--- src/rtl/serial_subtractor.sv ---
`default_nettype none
// +----------------------------------------------------------------------+
// | Module   : serial_subtractor                                         |
// | Purpose  : bit-serial unsigned A - B, LSB first, one bit per clock   |
// | Revision : 1.0  initial release                                      |
// +----------------------------------------------------------------------+

module serial_subtractor #(
  parameter int WIDTH = 8
) (
  input  logic             clk_i,
  input  logic             rst_i,
  input  logic             start_i,
  input  logic [WIDTH-1:0] minuend_i,
  input  logic [WIDTH-1:0] subtrahend_i,
  output logic             busy_o,
  output logic             done_o,
  output logic [WIDTH-1:0] diff_o,
  output logic             borrow_o
);

  localparam int c_cnt_w = (WIDTH > 1) ? $clog2(WIDTH) : 1;
  localparam logic [c_cnt_w-1:0] c_last = c_cnt_w'(WIDTH - 1);

  typedef enum logic [1:0] {
    S_IDLE  = 2'd0,
    S_SHIFT = 2'd1,
    S_DONE  = 2'd2
  } state_t;

  state_t             r_state;
  state_t             w_state_nxt;
  logic               w_accept;
  logic               w_last;
  logic               w_a;
  logic               w_b;
  logic               w_d;
  logic               w_br_nxt;

  logic [WIDTH-1:0]   r_a_sr;
  logic [WIDTH-1:0]   r_b_sr;
  logic [WIDTH-1:0]   r_r_sr;
  logic               r_br;
  logic [c_cnt_w-1:0] r_cnt;
  logic [WIDTH-1:0]   r_diff;
  logic               r_borrow;

  // Full-subtractor cell operating on the current LSBs and the running borrow.
  assign w_a      = r_a_sr[0];
  assign w_b      = r_b_sr[0];
  assign w_d      = w_a ^ w_b ^ r_br;
  assign w_br_nxt = (~w_a & w_b) | (~(w_a ^ w_b) & r_br);
  assign w_last   = (r_cnt == c_last);

  always_comb begin
    w_state_nxt = r_state;
    w_accept    = 1'b0;
    case (r_state)
      S_IDLE: begin
        if (start_i) begin
          w_accept    = 1'b1;
          w_state_nxt = S_SHIFT;
        end
      end
      S_SHIFT: begin
        if (w_last) begin
          w_state_nxt = S_DONE;
        end
      end
      S_DONE: begin
        // Leaving DONE doubles as an accepting edge so a held start
        // sustains one operation every WIDTH+1 cycles.
        if (start_i) begin
          w_accept    = 1'b1;
          w_state_nxt = S_SHIFT;
        end else begin
          w_state_nxt = S_IDLE;
        end
      end
      default: begin
        w_state_nxt = S_IDLE;
      end
    endcase
  end

  always_ff @(posedge clk_i) begin
    if (rst_i) begin
      r_state <= S_IDLE;
    end else begin
      r_state <= w_state_nxt;
    end
  end

  always_ff @(posedge clk_i) begin
    if (rst_i) begin
      r_a_sr   <= '0;
      r_b_sr   <= '0;
      r_r_sr   <= '0;
      r_br     <= 1'b0;
      r_cnt    <= '0;
      r_diff   <= '0;
      r_borrow <= 1'b0;
    end else if (w_accept) begin
      r_a_sr <= minuend_i;
      r_b_sr <= subtrahend_i;
      r_br   <= 1'b0;
      r_cnt  <= '0;
    end else if (r_state == S_SHIFT) begin
      r_a_sr <= r_a_sr >> 1;
      r_b_sr <= r_b_sr >> 1;
      r_r_sr <= {w_d, r_r_sr[WIDTH-1:1]};
      r_br   <= w_br_nxt;
      r_cnt  <= r_cnt + 1'b1;
      if (w_last) begin
        r_diff   <= {w_d, r_r_sr[WIDTH-1:1]};
        r_borrow <= w_br_nxt;
      end
    end
  end

  assign busy_o   = (r_state != S_IDLE);
  assign done_o   = (r_state == S_DONE);
  assign diff_o   = r_diff;
  assign borrow_o = r_borrow;

endmodule

`default_nettype wire
--- config.mk ---
export PLATFORM = sky130hd
export DESIGN_NAME = serial_subtractor
export DESIGN_NICKNAME = d
export VERILOG_FILES = /design/src/rtl/serial_subtractor.sv
export SDC_FILE = /design/constraint.sdc
export NUM_CORES = 1
export LEC_CHECK = 0
export ABC_AREA = 1
export CAP_MARGIN = 20
export CORE_MARGIN = 2
export CORE_UTILIZATION = 35
export DETAILED_ROUTE_END_ITERATION = 6
export GPL_TIMING_DRIVEN = 1
export PLACE_DENSITY_LB_ADDON = 0.12
export SYNTH_ARGS = -nofsm -noshare
export SYNTH_HDL_FRONTEND = slang
export SYNTH_SLANG_ARGS = --single-unit
--- constraint.sdc ---
create_clock -name clk_i -period 1.5 [get_ports clk_i]
set_input_delay 0.3 -clock clk_i [delete_from_list [all_inputs] [get_ports clk_i]]
set_output_delay 0.3 -clock clk_i [all_outputs]
set_load 0.01 [all_outputs]
==> results.sh, run 1 <==
export IMPL_route_top_layer_used="met4"
export IMPL_dpl_worst_slack_ns=-0.04156
export IMPL_internal_power_mw=1.753
export IMPL_slowest_stage="clkdlybuf4s50_1"
export IMPL_worst_slack_ns=0.04534
export IMPL_cts_tree="built"
export IMPL_clk_path_buf_depth=2
export IMPL_ys_types=23
export IMPL_grt_pass1_wl_um=6341
export IMPL_period_share=0.9698
export IMPL_cp_end_kind="output port"
export IMPL_syn_num_nets=250
export IMPL_initial_core_util=0.3605
export IMPL_drt_pass1_iter_count=4
export IMPL_grt_usage=0.1538
export IMPL_cp_cell_sequence="clkdlybuf4s50_1"
export IMPL_num_rows=25
export IMPL_outcome="finished, final reports clean"
export IMPL_die_area_mm2=0.005405
export IMPL_area_growth_pct=29.44
export IMPL_drt_iter0_drc=56
export IMPL_p_seq_frac=0.478
export IMPL_ant_nets=0
export IMPL_postCtsSetupBuffers=0
export IMPL_routedWlPerCell_um=11.32
export IMPL_hp_class="flip-flop to flip-flop"
export IMPL_cp_top_family="buffers and inverters"
export IMPL_power_switching_mw=0.5511
export IMPL_avgSynthCellArea_um2=7.419
export IMPL_r2r_end="diff_o[3]$_SDFFE_PP0P_"
export IMPL_p_leak_nw=1.057
export IMPL_crit_buf_inv=1
export IMPL_die_w_um=73.52
export IMPL_netlist_instances=228
export IMPL_nets=290
export IMPL_insertion_delay_ns=0.29
export IMPL_reg2reg_depth=7
export IMPL_vias_per_cell=4.525
export IMPL_antenna_cells=0
export IMPL_min_delay_start="r_r_sr[5]$_SDFFE_PP0P_"
export IMPL_hpwl_um=2629
export IMPL_slew_headroom=0.8335
export IMPL_cp_arrival_ns=1.15
export IMPL_setup_viol=0
export IMPL_finalNonFillerCells=322
export IMPL_clock_sinks=38
export IMPL_path_depth=1
export IMPL_cp_startpoint="diff_o[1]$_SDFFE_PP0P_"
export IMPL_ys_ff_latch=38
export IMPL_finClkSkew_ns=0.004503
export IMPL_p_clk_frac=0.379
export IMPL_reg2reg_slack_ns=0.17
export IMPL_htreeDepth=2
export IMPL_grt_max_degree=16
export IMPL_met3WireLength_um=98
export IMPL_timing_hold_ws_ns=0.4774
export IMPL_timing_final_max_slew_violations=0
export IMPL_io_buffers=29
export IMPL_critical_path_endpoint="diff_o[1]"
export IMPL_grt_antenna_before_repair=0
export IMPL_grt_pass1_vias=1361
export IMPL_p_comb_frac=0.143
export IMPL_critPathRequiredTime_ns=1.20
export IMPL_drc=0
export IMPL_swShare=0.2392
export IMPL_power_density_mw_per_mm2=1052
export IMPL_peakVddDrop_v=0.0006711
export IMPL_path_max_fanout=2
export IMPL_whs_path_depth=2
export IMPL_met2WireLength_um=1510
export IMPL_ios=30
export IMPL_place_inst=315
export IMPL_drive_gt1_frac=0.1194
export IMPL_vias=1457
export IMPL_fmax_mhz=687.4
export IMPL_max_cap_violations=0
export IMPL_syn_area_mm2=0.001692
export IMPL_max_stage_delay_ns=0.53
export IMPL_cts_buffers=5
export IMPL_seq_area_frac_synth=0.4497
export IMPL_hold_buffers=0
export IMPL_place_congestion=0.7467
export IMPL_hold_viol_final=0
export IMPL_core_area_mm2=0.004692
export IMPL_tightest_slew_ns=0.2489
export IMPL_cts_root_buf="clkbuf_8"
export IMPL_start_kind="flip-flop"
export IMPL_clk_pin_slew_worst_paths_ns=0.07
export IMPL_yosysWarnings=0
export IMPL_r2r_start="r_cnt[0]$_SDFFE_PP0P_"
export IMPL_crit_type="flip-flop to output port"
export IMPL_wl_met1_um=1970
export IMPL_period_needed_ns=1.455
export IMPL_rsz0062_at_grt="no"
export IMPL_routed_wl_um=3644
export IMPL_die_h_um=73.52
export IMPL_grt_overflow=0
-- flip-flops by register name, indices dropped and copies added, names as in the netlist --
register	cells
r_b_sr	8
borrow_o	1
r_a_sr	8
diff_o	8
r_cnt	3
r_br	1
r_r_sr	7
r_state	2
-- layer usage --
metal | vias up | GRT usage
met5 | - | 0
met1 | 634 | 0.2159
met3 | 7 | 0.03292
li1 | 790 | -
met2 | 26 | 0.2262
met4 | 0 | 0.06667
-- cell usage in the layout, fill, tap and decap left out, types with 3 or more instances in the layout --
cell type,count
nor3_1,4
clkbuf_8,6
nor2_1,41
o21ai_0,22
nand3_1,18
nand2_1,32
dfxtp_1,37
inv_1,32
buf_4,12
dlymetal6s2s_1,3
inv_2,3
a21oi_1,15
clkdlybuf4s50_1,24
-- power groups by stage --
stage / logic [mW] / registers (mW) / clock network, mW
after floorplan: 0.225 / 1.11 / 0
after global placement: 0.332 / 1.12 / 0
after detailed placement: 0.331 / 1.12 / 0
after CTS: 0.331 / 1.10 / 0.903
after global routing: 0.377 / 1.11 / 0.939
final: 0.330 / 1.10 / 0.874
-- layout make-up --
class	instances	area (um2)
Fill cell	484	2502
Inverter	36	137.6
Tap cell	54	67.56
Multi-Input combinational cell	145	704.4
Sequential cell	38	762.0
Clock inverter	1	30.03
Clock buffer	6	82.58
Timing Repair Buffer	42	405.4
-- Yosys cell counts --
cell type / n / area, um2
nand2_2: 2 / 12.51
clkbuf_1: 1 / 3.750
a21oi_2: 1 / 8.760
xor2_1: 1 / 8.760
nor3_1: 4 / 20.02
nor2_1: 41 / 153.9
inv_1: 32 / 120.1
inv_4: 1 / 6.260
fa_1: 1 / 20.02
buf_2: 3 / 15.01
nand2_1: 32 / 120.1
nand2_4: 2 / 22.52
o21ai_0: 22 / 110.1
inv_2: 3 / 11.26
buf_6: 2 / 22.52
nor2_4: 2 / 22.52
ha_1: 2 / 25.02
a211oi_1: 2 / 15.01
buf_4: 1 / 7.510
dfxtp_1: 38 / 760.7
nand3_1: 18 / 90.09
a21oi_1: 15 / 75.07
buf_12: 2 / 40.04
-- how the worst min path moves through the flow --
| stage | to |
|---|---|
| 5_1_grt | r_cnt[1]$_SDFFE_PP0P_ |
| 3_5_place_dp | r_br$_SDFFE_PP0P_ |
| 3_3_place_gp | r_cnt[2]$_SDFFE_PP0P_ |
| 2_1_floorplan | r_a_sr[7]$_SDFFE_PP0P_ |
| 6_report | r_r_sr[5]$_SDFFE_PP0P_ |
| 4_1_cts | r_cnt[1]$_SDFFE_PP0P_ |
-- kinds of logic (layout without fill, tap and decap cells) --
group / after synthesis / in the layout / synth area share
compound gates: 40 / 40 / 0.1235
flops: 38 / 38 / 0.4497
fa+ha+maj: 3 / 3 / 0.02663
xor+xnor: 1 / 1 / 0.005178
simple gates: 101 / 101 / 0.2611
buf+inv: 45 / 85 / 0.1339
-- metrics by stage --
step           setup TNS [ns]  cell area (um2)  power, mW  utilization
6_report                    0             2190      2.304       0.4667
5_1_grt                     0             2190      2.425       0.4667
4_1_cts                     0             2182      2.334       0.4651
3_5_place_dp          -0.1217             2071      1.454       0.4413
3_3_place_gp         -0.05455             2071      1.456       0.4413
2_1_floorplan               0             1692      1.340            -
-- repair_timing --
item	4_1_cts	5_1_grt
cloned	0	0
endpoints found under the hold margin	0	0
endpoints found under the setup margin	2	3
resized for setup	3	3
pin swaps	0	0
Note: power is estimated with default switching activity, not from simulation.
==> run 2, diff against run 1 <==
--- a/config.mk
+++ b/config.mk
@@ -6,11 +6,11 @@
 export NUM_CORES = 1
 export LEC_CHECK = 0
 export ABC_AREA = 1
-export CAP_MARGIN = 20
 export CORE_MARGIN = 2
 export CORE_UTILIZATION = 35
 export DETAILED_ROUTE_END_ITERATION = 6
 export GPL_TIMING_DRIVEN = 1
+export MAX_ROUTING_LAYER = met4
 export PLACE_DENSITY_LB_ADDON = 0.12
 export SYNTH_ARGS = -nofsm -noshare
 export SYNTH_HDL_FRONTEND = slang
==> run 2 against run 1 <==
Against the previous run: die area stayed put; combinational power is essentially flat; non-clock buffer count did not move; sequential share of layout area did not move; final area unchanged; wire length increased by 0.14%; cell count did not move; worst setup slack better by 0.00061 ns; power barely moved; clock-buffer cell count is the same; global-route usage up 0.48 points; critical endpoint unchanged; largest power group unchanged.
==> results.sh, run 2 (synthesis gave the netlist of run 1 again) <==
export IMPL_finClkSkew_ns=0.004494
export IMPL_slew_headroom=0.8335
export IMPL_p_leak_nw=1.057
export IMPL_clk_path_buf_depth=2
export IMPL_num_rows=25
export IMPL_max_cap_violations=0
export IMPL_drc=0
export IMPL_hpwl_um=2629
export IMPL_place_congestion=0.7561
export IMPL_power_density_mw_per_mm2=1052
export IMPL_grt_pass1_vias=1360
export IMPL_cp_startpoint="diff_o[1]$_SDFFE_PP0P_"
export IMPL_timing_final_max_slew_violations=0
export IMPL_htreeDepth=2
export IMPL_grt_pass1_wl_um=6334
export IMPL_vias_per_cell=4.528
export IMPL_cts_root_buf="clkbuf_8"
export IMPL_r2r_start="r_cnt[0]$_SDFFE_PP0P_"
export IMPL_mostFrequentLayoutCells="nor2_1 (41), dfxtp_1 (37), nand2_1 (32), inv_1 (32), clkdlybuf4s50_1 (24)"
export IMPL_nFillCells=484
export IMPL_start_kind="flip-flop"
export IMPL_hold_viol_final=0
export IMPL_initial_core_util=0.3605
export IMPL_grt_usage=0.1585
export IMPL_min_delay_start="r_r_sr[5]$_SDFFE_PP0P_"
export IMPL_peakVddDrop_v=0.0006712
export IMPL_antenna_cells=0
export IMPL_period_share=0.9694
export IMPL_core_area_mm2=0.004692
export IMPL_crit_type="flip-flop to output port"
export IMPL_max_stage_delay_ns=0.53
export IMPL_clk_pin_slew_worst_paths_ns=0.07
export IMPL_die_area_mm2=0.005405
export IMPL_clock_sinks=38
export IMPL_cp_cell_sequence="clkdlybuf4s50_1"
export IMPL_drive_gt1_frac=0.1194
export IMPL_outcome="finished, final reports clean"
export IMPL_cts_buffers=5
export IMPL_cp_arrival_ns=1.15
export IMPL_cp_end_kind="output port"
export IMPL_cp_top_family="buffers and inverters"
export IMPL_fmax_mhz=687.7
export IMPL_insertion_delay_ns=0.29
export IMPL_die_h_um=73.52
export IMPL_fin_area_mm2=0.002190
export IMPL_ios=30
export IMPL_dpl_cell_area_mm2=0.002071
export IMPL_routed_wl_um=3649
export IMPL_slowest_stage="clkdlybuf4s50_1"
export IMPL_ant_nets=0
export IMPL_die_w_um=73.52
export IMPL_final_common_cell="nor2_1"
export IMPL_grt_max_degree=16
export IMPL_setup_viol=0
export IMPL_vias=1458
export IMPL_drt_iter0_drc=40
export IMPL_period_needed_ns=1.454
export IMPL_routedWlPerCell_um=11.33
export IMPL_critPathRequiredTime_ns=1.20
export IMPL_grt_antenna_before_repair=0
export IMPL_grt_overflow=0
export IMPL_area_growth_pct=29.44
export IMPL_path_max_fanout=2
export IMPL_nets=290
export IMPL_crit_buf_inv=1
export IMPL_hp_class="flip-flop to flip-flop"
export IMPL_post_route_util=0.4667
export IMPL_tightest_slew_ns=0.2489
export IMPL_rsz0062_at_grt="no"
export IMPL_io_buffers=29
export IMPL_drt_pass1_iter_count=4
export IMPL_tns_ns=0
export IMPL_cts_tree="built"
export IMPL_hold_buffers=0
-- run 2: what timing repair did --
item | CTS | global route
hold endpoints to repair | 0 | 0
endpoints found under the setup margin | 2 | 3
cloned | 0 | 0
setup buffers | 0 | 0
resized for setup | 3 | 3
-- run 2: final cells by class --
type | count | area, um2 | area share
clock buffers | 6 | 82.58 | 0.03771
clock inverters | 1 | 30.03 | 0.01371
inverters | 36 | 137.6 | 0.06286
multi-input cells | 145 | 704.4 | 0.3217
flip-flops and latches | 38 | 762.0 | 0.3480
well taps | 54 | 67.56 | 0.03086
repair buffers | 42 | 405.4 | 0.1851
-- run 2: final timing paths --
kind                       endpoint  slack (ns)  depth (start not counted)
max                       diff_o[1]        0.05                          1
min          r_r_sr[5]$_SDFFE_PP0P_        0.48                          2
max reg2reg  diff_o[3]$_SDFFE_PP0P_        0.16                          7
min reg2reg  r_r_sr[5]$_SDFFE_PP0P_        0.48                          2
-- run 2: metrics by stage --
stage                     total power [mW]  setup slack [ns]  hold slack [ns]  instances
after global placement               1.456          -0.03374           0.4642        315
after detailed placement             1.454          -0.04156           0.4702        315
final                                2.304           0.04594           0.4773        322
after CTS                            2.334           0.02235           0.4812        322
after global routing                 2.425          0.008140           0.4937        322
after floorplan                      1.340            0.3537           0.4349        228
-- run 2: power breakdown --
part / internal [mW] / switching (mW) / leakage [nW]
Sequential: 1.07 / 0.0311 / 0.312
Combinational: 0.152 / 0.178 / 0.688
Clock: 0.532 / 0.342 / 0.0573
Total: 1.75 / 0.551 / 1.06
-- run 2: layer usage --
| layer | vias up | track usage | wire (um) |
|---|---|---|---|
| li1 | 788 | - | - |
| met1 | 637 | 0.2176 | 1971 |
| met2 | 26 | 0.2252 | 1501 |
| met3 | 7 | 0.03292 | 106 |
| met4 | 0 | 0.06667 | 68 |
| met5 | - | - | 0 |
